$ cat config.mk
export PLATFORM = sky130hd
export DESIGN_NAME = alu_design
export DESIGN_NICKNAME = d
export VERILOG_FILES = /design/src/rtl/alu_pkg.sv /design/src/rtl/alu_mul_stage.sv /design/src/rtl/alu_design.sv
export SDC_FILE = /design/constraint.sdc
export NUM_CORES = 1
export LEC_CHECK = 0
export ABC_AREA = 0
export CAP_MARGIN = 20
export CORE_MARGIN = 2
export CORE_UTILIZATION = 35
export DETAILED_ROUTE_END_ITERATION = 10
export PLACE_DENSITY = 0.57
export SYNTH_ARGS = -nofsm -noshare
export SYNTH_HDL_FRONTEND = slang
export SYNTH_HIERARCHICAL = 1
export SYNTH_SLANG_ARGS = --single-unit
$ cat constraint.sdc
create_clock -name CLK -period 10.8 [get_ports CLK]
set_input_delay 2.16 -clock CLK [delete_from_list [all_inputs] [get_ports CLK]]
set_output_delay 2.16 -clock CLK [all_outputs]
set_load 0.02 [all_outputs]
$ cat src/rtl/alu_pkg.sv
// Shared definitions for the ALU: default widths, command encodings,
// operand-qualifier encodings and the result/flags record.
package alu_pkg;

  localparam int ALU_WIDTH     = 8;
  localparam int ALU_CMD_WIDTH = 4;

  // Arithmetic command set (MODE = 1); 13..15 are illegal.
  typedef enum logic [3:0] {
    ARITH_ADD     = 4'd0,
    ARITH_SUB     = 4'd1,
    ARITH_ADD_CIN = 4'd2,
    ARITH_SUB_CIN = 4'd3,
    ARITH_INC_A   = 4'd4,
    ARITH_DEC_A   = 4'd5,
    ARITH_INC_B   = 4'd6,
    ARITH_DEC_B   = 4'd7,
    ARITH_CMP     = 4'd8,
    ARITH_MUL_INC = 4'd9,
    ARITH_MUL_SHL = 4'd10,
    ARITH_SADD    = 4'd11,
    ARITH_SSUB    = 4'd12
  } arith_cmd_e;

  // Logical command set (MODE = 0); 14..15 are illegal.
  typedef enum logic [3:0] {
    LOGIC_AND     = 4'd0,
    LOGIC_NAND    = 4'd1,
    LOGIC_OR      = 4'd2,
    LOGIC_NOR     = 4'd3,
    LOGIC_XOR     = 4'd4,
    LOGIC_XNOR    = 4'd5,
    LOGIC_NOT_A   = 4'd6,
    LOGIC_NOT_B   = 4'd7,
    LOGIC_SHR1_A  = 4'd8,
    LOGIC_SHL1_A  = 4'd9,
    LOGIC_SHR1_B  = 4'd10,
    LOGIC_SHL1_B  = 4'd11,
    LOGIC_ROL_A_B = 4'd12,
    LOGIC_ROR_A_B = 4'd13
  } logic_cmd_e;

  // INP_VALID encodings: bit0 qualifies OPA, bit1 qualifies OPB.
  localparam logic [1:0] IV_NONE = 2'b00;
  localparam logic [1:0] IV_A    = 2'b01;
  localparam logic [1:0] IV_B    = 2'b10;
  localparam logic [1:0] IV_AB   = 2'b11;

  // Status flags, ordered as they appear on the port list.
  typedef struct packed {
    logic cout;
    logic oflow;
    logic g;
    logic e;
    logic l;
    logic err;
  } alu_flags_t;

  // Full output record at the default width.
  typedef struct packed {
    logic [2*ALU_WIDTH-1:0] res;
    alu_flags_t             flags;
  } alu_out_t;

endpackage

$ cat src/rtl/alu_mul_stage.sv
// One-stage registered multiplier. Holds the product of a multiply command
// (or an error record when operands were missing) for one enabled cycle.
module alu_mul_stage
  import alu_pkg::*;
#(
  parameter int WIDTH = ALU_WIDTH
) (
  input  logic               clk,
  input  logic               rst,
  input  logic               en,
  input  logic               start,
  input  logic               shl_sel,
  input  logic               err_in,
  input  logic [WIDTH-1:0]   opa,
  input  logic [WIDTH-1:0]   opb,
  output logic               pending,
  output logic [2*WIDTH-1:0] res,
  output alu_flags_t         flags
);
  localparam int RW = 2 * WIDTH;
  localparam logic [RW-1:0] ONE = RW'(1);

  logic [RW-1:0] mul_a;
  logic [RW-1:0] mul_b;
  logic          valid_q, valid_d;
  logic [RW-1:0] res_q, res_d;
  logic          err_q, err_d;

  // Operand shaping and product; the product wraps at 2*WIDTH bits.
  always_comb begin
    mul_a   = RW'(opa) + ONE;
    mul_b   = RW'(opb) + ONE;
    if (shl_sel) begin
      mul_a = RW'({opa[WIDTH-2:0], 1'b0});
      mul_b = RW'(opb);
    end
    valid_d = start;
    err_d   = err_in;
    res_d   = err_in ? '0 : (mul_a * mul_b);
  end

  // Pending-product register; frozen while the clock enable is low.
  always_ff @(posedge clk) begin
    if (rst) begin
      valid_q <= 1'b0;
      res_q   <= '0;
      err_q   <= 1'b0;
    end else if (en) begin
      valid_q <= valid_d;
      res_q   <= res_d;
      err_q   <= err_d;
    end
  end

  // Multiplies define no flags other than the error flag.
  always_comb begin
    flags     = '0;
    flags.err = err_q;
  end

  assign pending = valid_q;
  assign res     = res_q;

endmodule

$ cat src/rtl/alu_design.sv
// Clocked integer ALU: combinational decode/compute, a one-stage multiply
// path and a single output register. A non-multiply result that collides
// with a completing multiply is parked for one cycle so results leave in
// command order.
module alu_design
  import alu_pkg::*;
#(
  parameter int WIDTH     = ALU_WIDTH,
  parameter int CMD_WIDTH = ALU_CMD_WIDTH
) (
  input  logic                 CLK,
  input  logic                 RST,
  input  logic                 CE,
  input  logic                 MODE,
  input  logic [CMD_WIDTH-1:0] CMD,
  input  logic [1:0]           INP_VALID,
  input  logic [WIDTH-1:0]     OPA,
  input  logic [WIDTH-1:0]     OPB,
  input  logic                 CIN,
  output logic [2*WIDTH-1:0]   RES,
  output logic                 COUT,
  output logic                 OFLOW,
  output logic                 G,
  output logic                 E,
  output logic                 L,
  output logic                 ERR
);
  localparam int RW  = 2 * WIDTH;
  localparam int SHW = $clog2(WIDTH);
  localparam logic [RW-1:0]  ONE   = RW'(1);
  localparam logic [SHW:0]   ROT_W = (SHW + 1)'(WIDTH);

  logic [3:0]       cmd_lo;
  logic             cmd_hi;
  logic             need_a, need_b, legal, is_mul, operands_ok;
  logic [RW-1:0]    a_ext, b_ext, res_c;
  logic [WIDTH:0]   sa, sb, ssum;
  logic [WIDTH-1:0] lg;
  logic [SHW-1:0]   rot_amt;
  logic             rot_range_err;
  alu_flags_t       flags_c;

  logic             mul_pending;
  logic [RW-1:0]    mul_res;
  alu_flags_t       mul_flags;

  logic [RW-1:0]    res_q, res_d;
  alu_flags_t       flags_q, flags_d;
  logic             defer_valid_q, defer_valid_d;
  logic [RW-1:0]    defer_res_q, defer_res_d;
  alu_flags_t       defer_flags_q, defer_flags_d;

  generate
    if (CMD_WIDTH > 4) begin : g_cmd_hi
      assign cmd_hi = |CMD[CMD_WIDTH-1:4];
    end else begin : g_cmd_narrow
      assign cmd_hi = 1'b0;
    end
  endgenerate
  assign cmd_lo = CMD[3:0];

  // Command legality, operand requirements and multiply detection.
  always_comb begin
    need_a = 1'b1;
    need_b = 1'b1;
    legal  = ~cmd_hi;
    is_mul = 1'b0;
    if (MODE) begin
      case (cmd_lo)
        ARITH_INC_A, ARITH_DEC_A:     need_b = 1'b0;
        ARITH_INC_B, ARITH_DEC_B:     need_a = 1'b0;
        ARITH_MUL_INC, ARITH_MUL_SHL: is_mul = ~cmd_hi;
        ARITH_ADD, ARITH_SUB, ARITH_ADD_CIN, ARITH_SUB_CIN,
        ARITH_CMP, ARITH_SADD, ARITH_SSUB: ;
        default:                      legal = 1'b0;
      endcase
    end else begin
      case (cmd_lo)
        LOGIC_NOT_A, LOGIC_SHR1_A, LOGIC_SHL1_A: need_b = 1'b0;
        LOGIC_NOT_B, LOGIC_SHR1_B, LOGIC_SHL1_B: need_a = 1'b0;
        LOGIC_AND, LOGIC_NAND, LOGIC_OR, LOGIC_NOR, LOGIC_XOR,
        LOGIC_XNOR, LOGIC_ROL_A_B, LOGIC_ROR_A_B: ;
        default:                                 legal = 1'b0;
      endcase
    end
    operands_ok = (~need_a | INP_VALID[0]) & (~need_b | INP_VALID[1]);
  end

  // Single-cycle result and flags for every non-multiply command.
  always_comb begin
    res_c         = '0;
    lg            = '0;
    flags_c       = '0;
    ssum          = '0;
    a_ext         = RW'(OPA);
    b_ext         = RW'(OPB);
    sa            = {OPA[WIDTH-1], OPA};
    sb            = {OPB[WIDTH-1], OPB};
    rot_amt       = OPB[SHW-1:0];
    rot_range_err = |(OPB >> SHW);
    if (MODE) begin
      case (cmd_lo)
        ARITH_ADD:     begin res_c = a_ext + b_ext;              flags_c.cout  = res_c[WIDTH]; end
        ARITH_SUB:     begin res_c = a_ext - b_ext;              flags_c.oflow = (OPA < OPB); end
        ARITH_ADD_CIN: begin res_c = a_ext + b_ext + RW'(CIN);   flags_c.cout  = res_c[WIDTH]; end
        ARITH_SUB_CIN: begin res_c = a_ext - b_ext - RW'(CIN);   flags_c.oflow = (a_ext < b_ext + RW'(CIN)); end
        ARITH_INC_A:   begin res_c = a_ext + ONE;                flags_c.cout  = res_c[WIDTH]; end
        ARITH_DEC_A:   begin res_c = a_ext - ONE;                flags_c.oflow = (OPA == '0); end
        ARITH_INC_B:   begin res_c = b_ext + ONE;                flags_c.cout  = res_c[WIDTH]; end
        ARITH_DEC_B:   begin res_c = b_ext - ONE;                flags_c.oflow = (OPB == '0); end
        ARITH_CMP: begin
          flags_c.g = (OPA > OPB);
          flags_c.e = (OPA == OPB);
          flags_c.l = (OPA < OPB);
        end
        // Signed ops keep the WIDTH+1-bit sum; carry is not defined for them.
        ARITH_SADD: begin
          ssum          = sa + sb;
          res_c         = RW'(ssum);
          flags_c.oflow = (OPA[WIDTH-1] == OPB[WIDTH-1]) && (ssum[WIDTH-1] != OPA[WIDTH-1]);
          flags_c.g     = ($signed(OPA) > $signed(OPB));
          flags_c.e     = (OPA == OPB);
          flags_c.l     = ($signed(OPA) < $signed(OPB));
        end
        ARITH_SSUB: begin
          ssum          = sa - sb;
          res_c         = RW'(ssum);
          flags_c.oflow = (OPA[WIDTH-1] != OPB[WIDTH-1]) && (ssum[WIDTH-1] != OPA[WIDTH-1]);
          flags_c.g     = ($signed(OPA) > $signed(OPB));
          flags_c.e     = (OPA == OPB);
          flags_c.l     = ($signed(OPA) < $signed(OPB));
        end
        default: ;
      endcase
    end else begin
      case (cmd_lo)
        LOGIC_AND:     lg = OPA & OPB;
        LOGIC_NAND:    lg = ~(OPA & OPB);
        LOGIC_OR:      lg = OPA | OPB;
        LOGIC_NOR:     lg = ~(OPA | OPB);
        LOGIC_XOR:     lg = OPA ^ OPB;
        LOGIC_XNOR:    lg = ~(OPA ^ OPB);
        LOGIC_NOT_A:   lg = ~OPA;
        LOGIC_NOT_B:   lg = ~OPB;
        LOGIC_SHR1_A:  lg = OPA >> 1;
        LOGIC_SHL1_A:  lg = OPA << 1;
        LOGIC_SHR1_B:  lg = OPB >> 1;
        LOGIC_SHL1_B:  lg = OPB << 1;
        // Out-of-range rotate amount flags ERR but still delivers the rotation.
        LOGIC_ROL_A_B: begin
          lg          = (OPA << rot_amt) | (OPA >> (ROT_W - {1'b0, rot_amt}));
          flags_c.err = rot_range_err;
        end
        LOGIC_ROR_A_B: begin
          lg          = (OPA >> rot_amt) | (OPA << (ROT_W - {1'b0, rot_amt}));
          flags_c.err = rot_range_err;
        end
        default: ;
      endcase
      res_c = RW'(lg);
    end
    if (!legal || !operands_ok) begin
      res_c       = '0;
      flags_c     = '0;
      flags_c.err = 1'b1;
    end
  end

  alu_mul_stage #(.WIDTH(WIDTH)) u_mul (
    .clk     (CLK),
    .rst     (RST),
    .en      (CE),
    .start   (is_mul),
    .shl_sel (cmd_lo == ARITH_MUL_SHL),
    .err_in  (~operands_ok),
    .opa     (OPA),
    .opb     (OPB),
    .pending (mul_pending),
    .res     (mul_res),
    .flags   (mul_flags)
  );

  // Output selection: a finishing multiply wins; a parked result goes next;
  // a fresh non-multiply result is parked whenever the output is taken.
  always_comb begin
    res_d         = res_q;
    flags_d       = flags_q;
    defer_valid_d = 1'b0;
    defer_res_d   = defer_res_q;
    defer_flags_d = defer_flags_q;
    if (mul_pending || defer_valid_q) begin
      res_d   = mul_pending ? mul_res   : defer_res_q;
      flags_d = mul_pending ? mul_flags : defer_flags_q;
      if (!is_mul) begin
        defer_valid_d = 1'b1;
        defer_res_d   = res_c;
        defer_flags_d = flags_c;
      end
    end else if (!is_mul) begin
      res_d   = res_c;
      flags_d = flags_c;
    end
  end

  // Output and parking registers; reset overrides the clock enable.
  always_ff @(posedge CLK) begin
    if (RST) begin
      res_q         <= '0;
      flags_q       <= '0;
      defer_valid_q <= 1'b0;
      defer_res_q   <= '0;
      defer_flags_q <= '0;
    end else if (CE) begin
      res_q         <= res_d;
      flags_q       <= flags_d;
      defer_valid_q <= defer_valid_d;
      defer_res_q   <= defer_res_d;
      defer_flags_q <= defer_flags_d;
    end
  end

  assign RES   = res_q;
  assign COUT  = flags_q.cout;
  assign OFLOW = flags_q.oflow;
  assign G     = flags_q.g;
  assign E     = flags_q.e;
  assign L     = flags_q.l;
  assign ERR   = flags_q.err;

endmodule

# Yosys cells after proc, flatten, opt, wreduce, memory -nomap -nowiden
# Index checks and enable logic that the tools add are counted.
[totals]
input_bits = 27
ff_bits = 63
mem_bits_rw = 0
word_cells = 130
latchBits = 0
n_memories = 0
mem_bits_ro = 0
[op_classes]
shifts = 4
muxes = 33
n_div = 0
n_mul = 1
order_cmp = 5
reduce_logical = 21
n_bitwise = 17
eq_ne = 19
addsub = 12
[ops]
columns = ["op", "n"]
rows = [
  ["$pmux 16 s10", 1],
  ["$mux 16", 7],
  ["$pmux 8 s14", 1],
  ["$not 8->8", 5],
  ["$eq 4x4->1 const B", 6],
  ["$mux 6", 4],
  ["$or 8x8->8", 3],
  ["$add 8x1->9 const B", 2],
  ["$add 8x8->9", 2],
  ["$sub 8x1->9 const B", 2],
  ["$sub 8x8->9", 2],
  ["$eq 4x3->1 const B", 4],
  ["$gt 8x8->1", 2],
  ["$logic_not 8->1", 2],
  ["$lt 8x8->1", 2],
  ["$mul 16x16->16", 1],
  ["$mux 1", 15],
  ["$reduce_or 14->1", 1],
  ["$reduce_or 13->1", 1],
  ["$add 9x1->10", 1],
  ["$reduce_or 2->1", 5],
  ["$sub 9x2->10", 1],
  ["$add 8x1->9", 1],
  ["$lt 8x9->1", 1],
  ["other kinds (29)", 40],
]

# Logic depth before layout (Yosys ltp)
# Gate-level depths: netlist of the first run.
[depth]
word_depth = 12
mapped_depth = 26
ltp_nobuf = 22

# By module
# The synthesis of the first run kept the hierarchy.
[modules_own_cells]
columns = ["module", "cells_each", "n_inst", "area_per_inst_um2"]
rows = [
  ["alu_design", 981, 1, 6804.0],
  ["alu_mul_stage", 427, 1, 3454.6],
]

# Worst setup path before layout of the first run
# Ideal clock, no wire load.
[synth_timing]
kind = "input -> register"
startpoint = "in CMD[0]"
endpoint = "reg u_mul.res_q[13], in the netlist u_mul/res[13]"
arrival_ps = 7442
n_path_buf = 4
setup_ps = 70
required_ps = 10730
stages = 25
path_slack_ps = 3288
cell_sequence = "buf_2 > buf_2 > nand2b_1 > nor2_1 > buf_6 > nand4b_4 > or4_4 > and2_1 > clkbuf_1 > nand2b_1 > fa_1 > fa_1 > inv_1 > fa_1 > inv_1 > fa_1 > inv_1 > ha_1 > o21ai_0 > a21oi_1 > nand4_1 > nor2b_1 > xor2_1 > or3_1 > a21oi_1"
[synth_between]
elab_chain_cells = 8
elab_cells_between_ends = 27
[synth_rtl]
columns = ["item", "line", "rtl"]
rows = [
  ["start, declared", "alu_design.sv:15", "input logic [CMD_WIDTH-1:0] CMD,"],
  ["parallel branches: the longest is 7 deep, another holds $mul 16x16->16", "-", ""],
  ["$mux 16 (*)", "alu_mul_stage.sv:39", "res_d = err_in ? '0 : (mul_a * mul_b);"],
  ["end signal, assigned", "alu_mul_stage.sv:50", "res_q <= res_d;"],
  ["end, declared", "alu_mul_stage.sv:26", "logic [RW-1:0] res_q, res_d;"],
]
# Every way passes the cells marked *.
# A chain may end at the register's enable or synchronous reset.

# Worst setup path in the final report of the first run
[layout_timing]
startpoint = "in CMD[2]"
endpoint = "reg u_mul.res_q[13], in the netlist u_mul/res[13]"
# Same word-level chain as after synthesis.

==> results.md, run 1 <==
- The number of pins exceeding their max-slew limit in the final report is 0.
- In this run, placement finished with an instance count of about 1.8k.
- In this run the remaining antenna-violating nets after routing total 0.
- The total overflow left after global routing is 0.
- The number of antenna violations at the first check in global routing is 0.
- The register-to-register path setup slack is between 7 and 8 ns.
- The critical hold path startpoint is defer_flags_q[4].
- The non-filler instance count after layout is roughly 1.8k.
- Of all flip-flops after synthesis, the portion carrying an async set or reset was 0%.
- The maximum root-to-sink buffer count is 2.
- The number of hold violations in the final report is 0.
- Setup repair after global routing left no endpoint under its margin.
- The number of synthesis warnings is 6.
- For this configuration, the core starts out at a cell density of between 30% and 40%.
- 49 I/O pins were placed.
- In this run the critical register-to-register path is launched from defer_valid_q.
- With fillers left out, the area of the finished cells amounts to about 0.011 mm2.
- STA classifies the critical path startpoint as an input port.
- The post-route fraction of the period consumed by the critical path is 76.8%.
- Summed over all failing endpoints, the final setup total negative slack is 0 ns.
- The synthesized area per cell is 7.29 um2.
- Entering global routing, the biggest net connects 66 pins.
- The clock net in this run drives a total of 58 sinks.
- The number of global-route vias before repair came to 9,886.
- The netlist area before placement is between 0.01 and 0.015 mm2.
- STA puts the critical path data arrival time at ~8.6 ns.
- Tracing the worst setup path back leads to its startpoint at CMD[2].
- The DRC violation total after the first TritonRoute iteration is ~1.2k.
- After floorplanning, the core was divided into 62 placement rows.
- TritonCTS built the clock tree.
- Compared with the post-synthesis result, the final layout area differs by 9.93%.
- The number of instances in the synthesized netlist is 1,408.
- Summed over all nets, the half-perimeter wirelength after detailed placement is about 26 mm.
- The total power per unit cell area is roughly 120 mW/mm2.
- For the pin with the worst max-slew slack, the measured transition is around 1.1 ns.
- The number of gates resized after cts is 0.
- The run finished with clean final reports.
- The number of clock buffers added by TritonCTS is 9.
- In this run the post-CTS setup repair buffer count came out at 0.
- The count of hold buffers inserted by post-cts repair is 0.
- Of all nets on the critical path, the largest fanout is 35.
- Max-cap violations in this run came to 0.
- The type of the worst setup path is input port to flop.
- Fill cells in the final layout number ~3k.
- Data on the critical path is required at its endpoint by between 10 and 15 ns.
- The standby leakage power is about 4.6 nW.
- The total of endpoints with negative setup slack in the final report is 0.
- The number of flip-flops and latches in the synthesized netlist is 58.
- The classification of the worst-slack hold path is flop to flop.
- The area of the die is between 0.03 and 0.04 mm2.
- Using the TritonRoute via totals, the vias-per-cell ratio works out to between 5 and 6.
- Subtracting the final worst setup slack from the clock period gives roughly 8.3 ns.
- The element type at the critical path end is a flop.
- Dividing the detail-routed wire length by the instance count gives 19.7 um.
- The clock-pin slew reported for the worst setup and hold paths after clock tree synthesis is approximately 0.060 ns.
- The final routed DRC violation total is 0.
- In this run the number of H-tree levels came out at 3.
- The die width is 175 um.
- The routed wire length is approximately 35 mm.
- The CTS root buffer is sky130_fd_sc_hd__clkbuf_16.
- The height of the chip is between 150 and 200 um.
- At the later pin of the worst-skew pair, clock insertion delay measures 0.32 ns.
- The weighted congestion at the end of routability-driven global placement is 0.964.
- The net count of the finished layout is around 1.6k.
- Before antenna repair, the detailed router went through 6 iterations.
- The share of final-layout standard cells stronger than drive strength 1 is ~6.8%.
- Measured against its own limit, the worst slew margin works out to 27.3%.
- In this run the tool buffered the top-level ports with between 40 and 50 buffer cells.
- Global routing consumed, over all layers together, between 20% and 30% of the routing resources.
- Across all layers, the routed design uses about 10k vias.
- The path depth of the worst reg2reg path is 5.
- For this run, the top clock speed supported by timing is 121 MHz.
- The maximum VDD drop is approximately 0.083 mV.
- The number of flops mapped to enable cells by yosys is 0.
- The endpoint identified for the worst register-to-register timing path is RES[9].
- The core region is between 0.02 and 0.03 mm2.
- The capturing element of the worst setup path is u_mul/res[13].
- The netlist uses 94 different library cells.
- The post-place instance area is around 0.011 mm2.
- On the final layout, the worst clock skew is 0.0110 ns.
- Once layout is complete, the utilization of the core stands at 39.2%.
- The post-synthesis sequential area ratio is a little under an eighth.
- The first-pass GRT wire length is 55.7 mm.
- The most used flip-flop cell after synthesis is sky130_fd_sc_hd__dfxtp_1.
[kinds of logic after synthesis]
kind of cell               count (synthesis)  share of synthesized area (%)
buffers and inverters                    216                           8.45
other                                      1                         0.0366
muxes                                     48                           5.46
AOI/OAI and AO/OA                        366                           24.3
xor gates and xnor gates                  67                           5.79
adders and majority gates                129                           19.4
DFF                                       58                           11.3
and+or+nand+nor                          523                           25.2
[worst min path at each step]
stage / endpoint / cells after the start
finish: defer_flags_q[4] / 2
global route: RES[13] / 2
global placement: defer_flags_q[3] / 2
floorplan: u_mul/res[12] / 2
CTS: defer_flags_q[2] / 2
detailed placement: defer_flags_q[2] / 2
[critical path: stages]
cell and delay (ns):
sky130_fd_sc_hd__clkdlybuf4s50_1 0.45, sky130_fd_sc_hd__buf_4 0.35, sky130_fd_sc_hd__nand2b_1 0.44, sky130_fd_sc_hd__nor2_1 0.10
sky130_fd_sc_hd__buf_4 0.22, sky130_fd_sc_hd__nand4b_4 0.21, sky130_fd_sc_hd__or4_4 0.55, sky130_fd_sc_hd__and2_1 0.26
sky130_fd_sc_hd__nand2b_1 0.20, sky130_fd_sc_hd__fa_1 0.47, sky130_fd_sc_hd__fa_1 0.49, sky130_fd_sc_hd__inv_1 0.05
sky130_fd_sc_hd__fa_1 0.48, sky130_fd_sc_hd__inv_1 0.05, sky130_fd_sc_hd__fa_1 0.47, sky130_fd_sc_hd__inv_1 0.04
sky130_fd_sc_hd__ha_1 0.33, sky130_fd_sc_hd__o21ai_0 0.11, sky130_fd_sc_hd__a21oi_1 0.20, sky130_fd_sc_hd__nand4_1 0.14
sky130_fd_sc_hd__nor2b_1 0.17, sky130_fd_sc_hd__xor2_1 0.13, sky130_fd_sc_hd__or3_1 0.30, sky130_fd_sc_hd__a21oi_1 0.13
[cells in the mapped netlist (7+ instances only)]
master,count,area [um2]
sky130_fd_sc_hd__a211oi_1,21,158
sky130_fd_sc_hd__a21o_1,13,97.6
sky130_fd_sc_hd__a21oi_1,80,400
sky130_fd_sc_hd__a221oi_1,10,87.6
sky130_fd_sc_hd__a22oi_1,19,143
sky130_fd_sc_hd__a311oi_1,7,61.3
sky130_fd_sc_hd__a31oi_1,15,93.8
sky130_fd_sc_hd__and2_1,7,43.8
sky130_fd_sc_hd__and3_1,13,81.3
sky130_fd_sc_hd__buf_1,9,33.8
sky130_fd_sc_hd__buf_2,12,60.1
sky130_fd_sc_hd__buf_4,7,52.6
sky130_fd_sc_hd__clkbuf_1,65,244
sky130_fd_sc_hd__dfxtp_1,58,1160
sky130_fd_sc_hd__fa_1,50,1000
sky130_fd_sc_hd__ha_1,79,988
sky130_fd_sc_hd__inv_1,118,443
sky130_fd_sc_hd__mux2i_1,38,380
sky130_fd_sc_hd__nand2_1,111,417
sky130_fd_sc_hd__nand2b_1,31,194
sky130_fd_sc_hd__nand3_1,39,195
sky130_fd_sc_hd__nand3b_1,8,60.1
sky130_fd_sc_hd__nand4_1,12,75.1
sky130_fd_sc_hd__nor2_1,166,623
sky130_fd_sc_hd__nor2b_1,22,138
sky130_fd_sc_hd__nor3_1,38,190
sky130_fd_sc_hd__nor4_1,7,43.8
sky130_fd_sc_hd__o2111ai_1,7,61.3
sky130_fd_sc_hd__o211ai_1,13,97.6
sky130_fd_sc_hd__o21ai_0,79,395
sky130_fd_sc_hd__o221ai_1,9,78.8
sky130_fd_sc_hd__o22ai_1,13,81.3
sky130_fd_sc_hd__or2_2,20,125
sky130_fd_sc_hd__or3_1,13,81.3
sky130_fd_sc_hd__xnor2_1,47,412
sky130_fd_sc_hd__xor2_1,19,166
[power breakdown]
part / total (mW) / switching [mW] / internal [mW]
logic: 0.790 / 0.479 / 0.311
registers: 0.241 / 0.0106 / 0.230
clock network: 0.280 / 0.0962 / 0.184
total: 1.31 / 0.586 / 0.724
[layout by cell type, fill, tap and decap left out, types with 15 or more instances in the layout]
cell | synthesis | final
sky130_fd_sc_hd__o21ai_0 | 79 | 78
sky130_fd_sc_hd__buf_4 | 7 | 23
sky130_fd_sc_hd__a21oi_1 | 80 | 80
sky130_fd_sc_hd__nand2b_1 | 31 | 31
sky130_fd_sc_hd__xnor2_1 | 47 | 47
sky130_fd_sc_hd__fa_1 | 50 | 50
sky130_fd_sc_hd__nand3_1 | 39 | 39
sky130_fd_sc_hd__mux2i_1 | 38 | 38
sky130_fd_sc_hd__nand2_1 | 111 | 111
sky130_fd_sc_hd__dfxtp_1 | 58 | 58
sky130_fd_sc_hd__ha_1 | 79 | 79
sky130_fd_sc_hd__nor3_1 | 38 | 38
sky130_fd_sc_hd__nor2_1 | 166 | 166
sky130_fd_sc_hd__xor2_1 | 19 | 19
sky130_fd_sc_hd__a31oi_1 | 15 | 15
sky130_fd_sc_hd__nor2b_1 | 22 | 22
sky130_fd_sc_hd__a211oi_1 | 21 | 21
sky130_fd_sc_hd__a22oi_1 | 19 | 19
sky130_fd_sc_hd__clkdlybuf4s50_1 | 0 | 44
sky130_fd_sc_hd__inv_1 | 118 | 118
sky130_fd_sc_hd__or2_2 | 20 | 20
[through the flow]
step                hold slack, ns  setup slack [ns]  power [mW]
floorplan                    0.420              3.29       0.828
global placement             0.438              2.36        1.02
detailed placement           0.450              2.22        1.02
CTS                          0.457              2.56        1.31
global route                 0.476              2.05        1.42
finish                       0.455              2.50        1.31
[state kept, by name, summed over array words and instances (netlist names), 6 cells and up]
name,cells
RES,16
defer_flags_q,6
defer_res_q,11
u_mul/res,16
[cell type report]
cell class	count	area (um2)	area share (%)
Clock inverter	5	53.8	0.477
Inverter	121	454	4.03
Clock buffer	11	243	2.15
Sequential cell	58	1160	10.3
Antenna cell	1	2.50	0.0222
Timing Repair Buffer	71	633	5.61
Tap cell	384	480	4.26
Multi-Input combinational cell	1138	8250	73.1
[metal layers]
metal	GRT usage, %	up-vias	wire (um)
li1	-	4968	-
met1	32.2	4969	16100
met2	36.1	436	15600
met3	2.52	60	2520
met4	7.01	0	945
met5	0	-	0
No activity file was read; power rests on OpenSTA's default activity.
==> inputs of run 2 (changes only) <==
==> constraint.sdc (replaced) <==
create_clock -name CLK -period 8.6 [get_ports CLK]
set_input_delay 1.72 -clock CLK [delete_from_list [all_inputs] [get_ports CLK]]
set_output_delay 1.72 -clock CLK [all_outputs]
set_load 0.02 [all_outputs]
==> run 2 against run 1 <==
Net effect: global-route usage is 0.66 points higher; worst hold slack worse by 0.0065 ns; design area increased by 1.0%; combinational power is 27% higher; power up 33%; clock power increased by 60%; non-clock buffer count up 6; die area stayed put; via count up 0.96%; sequential share of layout area down 0.11 points; critical path type unchanged.
==> results.md, run 2 (same netlist as run 1, synthesis figures left out) <==
- The initial core utilization is 35.6%.
- In the final layout, the share of cells above drive strength 1 is between 7 and 8%.
- Traced cell by cell, the critical path runs through clkdlybuf4s50_1 > nand2b_1 > buf_4 > nor2_1 > buf_4 > nand4b_4 > or4_4 > and2_1 > nand2b_1 > fa_1 > fa_1 > inv_1 > fa_1 > inv_1 > fa_1 > inv_1 > ha_1 > o21ai_0 > a21oi_1 > nand4_1 > nor2b_1 > xor2_1 > or3_1 > a21oi_1.
- The number of sinks on the clock net is 58.
- The post-place instance area is approximately 0.011 mm2.
- The global routing usage summed across all routing layers is 23.4%.
- Setup repair after global routing left no endpoint under its margin.
- The first global-routing pass estimated ~57 mm of wire.
- The level count of the clock H-tree is 3.
- The number of I/O port buffers is between 40 and 50.
- The critical hold path startpoint is RES[13].
- Measured against its own limit, the worst slew margin works out to between 30 and 40%.
- On the final layout, the worst clock skew is between 0.005 and 0.006 ns.
- Buffers added to address setup during post-CTS repair amount to 0.
- The detailed router finished its first iteration with 1,200 violations.
- For this design, the slowest cell found on the critical path is sky130_fd_sc_hd__or4_4.
- The height of the chip is ~180 um.
- By startpoint and endpoint, the worst setup path is classified as input port to flop.
- The most common cell after layout, fill and taps aside is sky130_fd_sc_hd__nor2_1.
- Counting cells, the worst reg-to-reg path comes to 5.
- The first detailed-routing pass took 6 iterations.
- STA classifies the critical path endpoint as a flop.
- Clock-pin slew was measured on the worst setup and hold paths at around 0.05 ns.
- Data arrives at the worst endpoint at roughly 7.6 ns.
- The biggest cell delay along the critical path is about 0.55 ns.
- Among the stages of the critical path, the cell type that occurs most often is sky130_fd_sc_hd__fa_1.
- The run finished with clean final reports.
- The number of antenna cells inserted is 0.
- In this run the static leakage power is 4.67 nW.
- The CTS root buffer is sky130_fd_sc_hd__clkbuf_16.
- The count of hold buffers inserted by post-cts repair is 0.
- The sum of overflow across all layers after global routing is 0.
- The clock tree from TritonCTS is built.
- The data required time of the critical path is between 8 and 9 ns.
- The routed length per placed instance is approximately 20 um.
- After legalization and detailed placement, the total HPWL measured roughly 27 mm.
- The final critical path takes up between 80% and 90% of the cycle.
- In the layout the commonest cells are sky130_fd_sc_hd__nor2_1 (166), sky130_fd_sc_hd__inv_1 (118), sky130_fd_sc_hd__nand2_1 (111), sky130_fd_sc_hd__a21oi_1 (80), sky130_fd_sc_hd__ha_1 (79).
- The routed wire length is 36.1 mm.
- IR analysis of the VDD net gives a maximum drop of 0.110 mV.
- The max capacitance violation total is 0.
- The terminus of the critical flop-to-flop path is RES[9].
- Relative to the synthesized area, the layout overhead comes to 11.1%.
- The final routed DRC violation total is 0.
- The final antenna-violating net count is 0.
- The share of the core filled with cells is between 30% and 40%.
- The setup slack after layout is around 1.2 ns.
- The hold path depth is 2.
- The number of global-route vias before repair is 10.0k.
- The register-to-register path setup slack is 6.07 ns.
- The die is between 150 and 200 um wide.
- The minimum clock period after layout is about 7.4 ns.
- After floorplanning, the core was sized to cover about 0.029 mm2.
- Pin placement for this block handled between 40 and 50 I/O pins.
- The number of antenna violations at the first check in global routing is 0.
- The clock network latency to the later pin of the worst-skew pair is between 0.3 and 0.4 ns.
- The die covers 0.0307 mm2.
- The classification of the worst-slack hold path is flop to flop.
- The cell row count is 62.
- At the pin with the least slew margin, the transition time is around 0.96 ns.
- Summing all non-filler instances in the final layout gives an area of approximately 0.011 mm2.
- The worst setup path is launched from an input port.
- The number of nets at the end of the flow is about 1.6k.
- The number of gates resized after cts is 0.
- Entering global routing, the biggest net connects 66 pins.
- The critical-path maximum fanout is 20.
- The detailed-route via count is between 10k and 15k.
- The post-route setup TNS is 0 ns.
- The weighted congestion at the end of routability-driven global placement is 0.925.
- The worst hold path terminates at RES[13].
- The worst register-to-register path begins at defer_valid_q.
- The number of vias per cell is ~5.9.
- The total power per unit cell area is 153 mW/mm2.
- The clock passes through at most 2 buffers.
- The pre-CTS setup slack is 0.971 ns.
- The top achievable clock speed is roughly 140 MHz.
- Clock tree synthesis inserted a total of 9 buffers.
- The number of pins exceeding their max-slew limit in the final report is 0.
- Setup violations remaining at the end of the flow were counted as 0.
- The number of hold violations in the final report is 0.
-- run 2: power by group --
part | internal, mW | switching (mW)
Combinational | 0.393 | 0.607
Clock | 0.320 | 0.127
Sequential | 0.289 | 0.0125
-- run 2: stage by stage --
| step | total power, mW | std cells | hold WS, ns |
|---|---|---|---|
| 2_1_floorplan | 1.04 | 1412 | 0.420 |
| 3_3_place_gp | 1.29 | 1777 | 0.439 |
| 3_5_place_dp | 1.29 | 1777 | 0.443 |
| 4_1_cts | 1.74 | 1793 | 0.450 |
| 5_1_grt | 1.90 | 1794 | 0.473 |
| 6_report | 1.75 | 1794 | 0.448 |
-- run 2: area by class of cell --
class,count,area (um2)
fill,2986,17400
timing repair buffer,77,682
multi-input combinational,1138,8250
clock inverter,5,125
clock buffer,11,243
sequential,58,1160
inverter,121,454
tap,384,480
-- run 2: metal layers --
layer	routed length [um]	up-vias	GRT usage [%]
li1	-	4976	-
met5	0	-	0
met1	16400	5068	33.2
met4	949	0	6.46
met2	16300	423	37.4
met3	2420	66	2.59
-- run 2: how the worst max path moves through the flow --
stage	start	endpoint	slack, ns	depth (start not counted)
floorplan	CMD[0]	u_mul/res[13]	1.53	25
CTS	CMD[2]	u_mul/res[13]	1.29	24
global route	CMD[2]	u_mul/res[13]	0.89	24
detailed placement	CMD[2]	u_mul/res[13]	0.97	24
global placement	CMD[2]	u_mul/res[13]	1.05	24
finish	CMD[2]	u_mul/res[13]	1.23	24
-- run 2: critical path, delay by kind of cell --
family | cells | cell delay (ns)
AO/OA/AOI/OAI | 3 | 0.47
XOR/XNOR | 1 | 0.13
adder cells (fa/ha/maj) | 5 | 2.25
buffers and inverters | 6 | 1.03
AND/OR/NAND/NOR | 9 | 1.99
==> inputs of run 3 (changes only) <==
--- a/config.mk
+++ b/config.mk
@@ -7,6 +7,7 @@
 export LEC_CHECK = 0
 export ABC_AREA = 0
 export CAP_MARGIN = 20
+export CORE_ASPECT_RATIO = 1.25
 export CORE_MARGIN = 2
 export CORE_UTILIZATION = 35
 export DETAILED_ROUTE_END_ITERATION = 10
==> run 3 against run 2 <==
Net effect: design area down 0.15%; flip-flop and latch count unchanged; worst hold slack worse by 0.00087 ns; register-to-register slack better by 0.06 ns; critical endpoint unchanged.
==> results.md, run 3 (same netlist as run 1, synthesis figures left out) <==
- The core region is 0.0291 mm2.
- The total of endpoints with negative setup slack in the final report is 0.
- After detailed routing, the total wire length is roughly 37 mm.
- The global routing usage summed across all routing layers is about a quarter.
- The congestion estimate from routability-driven global placement came to around 0.96.
- The top achievable clock speed is 137 MHz.
- The number of sinks on the clock net is 58.
- The count of hold buffers inserted by post-cts repair is 0.
- The worst path needs 7.27 ns of the cycle, external delays included.
- Setup repair after global routing left no endpoint under its margin.
- Headroom to the max-slew limit came out at between 30 and 40%.
- The first global-routing pass estimated 58.3 mm of wire.
- The critical-path maximum fanout is 10.
- The die width is around 160 um.
- The share of the core filled with cells is 39.1%.
- In the layout the commonest cells are sky130_fd_sc_hd__nor2_1 (166), sky130_fd_sc_hd__inv_1 (118), sky130_fd_sc_hd__nand2_1 (111), sky130_fd_sc_hd__a21oi_1 (80), sky130_fd_sc_hd__ha_1 (79).
- For this configuration, the core starts out at a cell density of between 30% and 40%.
- Counting the fill cells in the layout gives 3,168.
- The largest net degree at the start of global routing is 66.
- The repair_antennas step left the layout with diodes totalling 0.
- The number of I/O port buffers is 48.
- In the final design database the tool counted between 1.5k and 2k nets.
- At the worst endpoint, the required time is approximately 8.9 ns.
- The worst path meets setup with about 1.3 ns of slack.
- The area of the die is 0.0307 mm2.
- Dividing the detail-routed wire length by the instance count gives slightly above 20 um.
- The number of antenna violations at the first check in global routing was 0.
- The share of final-layout standard cells stronger than drive strength 1 is under 10%.
- In this run the power density over the cells is 148 mW/mm2.
- After clock tree synthesis, the clock-pin slew on the worst setup and hold paths is around 0.06 ns.
- Max-cap violations in this run came to 0.
- The flow ran to the end, and the final reports show no timing, DRC or antenna violations.
- The slew at the pin closest to its max-slew limit is 0.958 ns.
- Once the clock tree was built, the resizer swapped 0 gates to a different size.
- TritonCTS built the clock tree.
- In the final layout, flip-flops and latches occupy between 0.001 and 0.0015 mm2.
- The maximum root-to-sink buffer count is 2.
- The area growth from synthesis to final layout is 10.9%.
- The CTS root buffer is sky130_fd_sc_hd__clkbuf_16.
- The number of pins exceeding their max-slew limit in the final report is 0.
- The worst setup path is launched from an input port.
- The multi-input logic area is 0.00825 mm2.
- The detailed-route via count is about 11k.
- The element type at the critical path end is a flop.
- The final routed DRC violation total is 0.
- The post-route fraction of the period consumed by the critical path is a little over four fifths.
- Measured along the y axis, the die boundary spans about 200 um.
- The standby leakage power is about 4.7 nW.
- The number of global-route vias before repair is 10.4k.
- For this run the aggregate overflow at the end of global routing stands at 0.
- The tightest min-delay check is of the flop to flop type.
- The cell row count is 70.
- The half-perimeter wire length of the detailed placement result is roughly 28 mm.
- The number of ports placed on the die boundary is 49.
- Power comes to approximately 1.7 mW.
- The number of buffers added by the clock tree synthesis step is 9.
- The count of TritonRoute iterations in the first routing pass is 6.
- Data on the critical path arrives at its endpoint at about 7.5 ns.
- The most common cell after layout, fill and taps aside is sky130_fd_sc_hd__nor2_1.
- The maximum VDD drop is between 0.09 and 0.1 mV.
- The number of setup buffers added after CTS is 0.
- The post-route setup TNS is 0 ns.
- The worst clock skew is about 0.010 ns.
- The level count of the clock H-tree is 3.
- For this block, the initial DRC count from the detailed router was around 930.
- The number of hold violations in the final report was 0.
- The worst setup path is of the input port to flop kind.
- The number of vias per cell is ~5.8.
- The clock network latency to the later pin of the worst-skew pair is between 0.3 and 0.4 ns.
- Timing analysis after detailed placement gives a worst setup slack of between 1 and 1.5 ns.
- The detail route stage leaves a number of antenna-violating nets equal to 0.
==> run 3: cell types whose count changed in the layout (fill, tap and decap cells not counted) <==
cell / previous run / this run
sky130_fd_sc_hd__buf_4: 28 / 30
sky130_fd_sc_hd__clkinv_2: 1 / 2
sky130_fd_sc_hd__bufinv_16: 4 / 2
sky130_fd_sc_hd__clkinvlp_4: 0 / 1
==> run 3: cell type report <==
class | instances | area share, %
clock buffers | 11 | 2.13
well taps | 396 | 4.35
inverters | 121 | 3.99
flip-flops and latches | 58 | 10.2
repair buffers | 79 | 6.13
clock inverters | 5 | 0.682
multi-input cells | 1138 | 72.5
==> run 3: power breakdown <==
group | leakage, nW | internal, mW | switching [mW]
Sequential | 0.472 | 0.289 | 0.0129
Combinational | 4.03 | 0.393 | 0.601
Clock | 0.156 | 0.260 | 0.124
==> run 3: worst max-delay path: stages <==
cell                              delay, ns
sky130_fd_sc_hd__clkdlybuf4s50_1       0.47
sky130_fd_sc_hd__nand2b_1              0.10
sky130_fd_sc_hd__buf_4                 0.21
sky130_fd_sc_hd__nor2_1                0.13
sky130_fd_sc_hd__inv_1                 0.18
sky130_fd_sc_hd__nand2_1               0.09
sky130_fd_sc_hd__xnor2_1               0.64
sky130_fd_sc_hd__nand2_1               0.15
sky130_fd_sc_hd__fa_1                  0.51
sky130_fd_sc_hd__inv_1                 0.05
sky130_fd_sc_hd__fa_1                  0.54
sky130_fd_sc_hd__inv_1                 0.07
sky130_fd_sc_hd__fa_1                  0.50
sky130_fd_sc_hd__fa_1                  0.54
sky130_fd_sc_hd__inv_1                 0.04
sky130_fd_sc_hd__ha_1                  0.30
sky130_fd_sc_hd__o21ai_0               0.14
sky130_fd_sc_hd__o211ai_1              0.25
sky130_fd_sc_hd__nand4_1               0.15
sky130_fd_sc_hd__nor2b_1               0.16
sky130_fd_sc_hd__xor2_1                0.13
sky130_fd_sc_hd__or3_1                 0.31
sky130_fd_sc_hd__a21oi_1               0.13
==> run 3: final timing paths <==
check	start	to	slack, ns	depth (start not counted)
worst max-delay path	CMD[2]	u_mul/res[13]	1.33	23
worst min-delay path	u_mul/res[12]	u_mul/res[12]	0.45	2
worst max register to register	u_mul/pending	RES[4]	6.13	4
worst min register to register	u_mul/res[12]	u_mul/res[12]	0.45	2
==> run 3: metrics by stage <==
stage | instance area, um2 | cells | hold slack, ns
CTS | 11400 | 1807 | 0.449
global placement | 11000 | 1791 | 0.436
floorplan | 10300 | 1412 | 0.420
detailed placement | 11000 | 1791 | 0.439
global route | 11400 | 1808 | 0.479
finish | 11400 | 1808 | 0.447
==> run 3: per-layer routing <==
layer	share of wire, %	wire [um]	GRT usage, %
met5	0	0	0
met4	4.8	1800	10.4
met3	4.6	1710	2.53
met2	49	18400	42.1
met1	41	15500	29.8
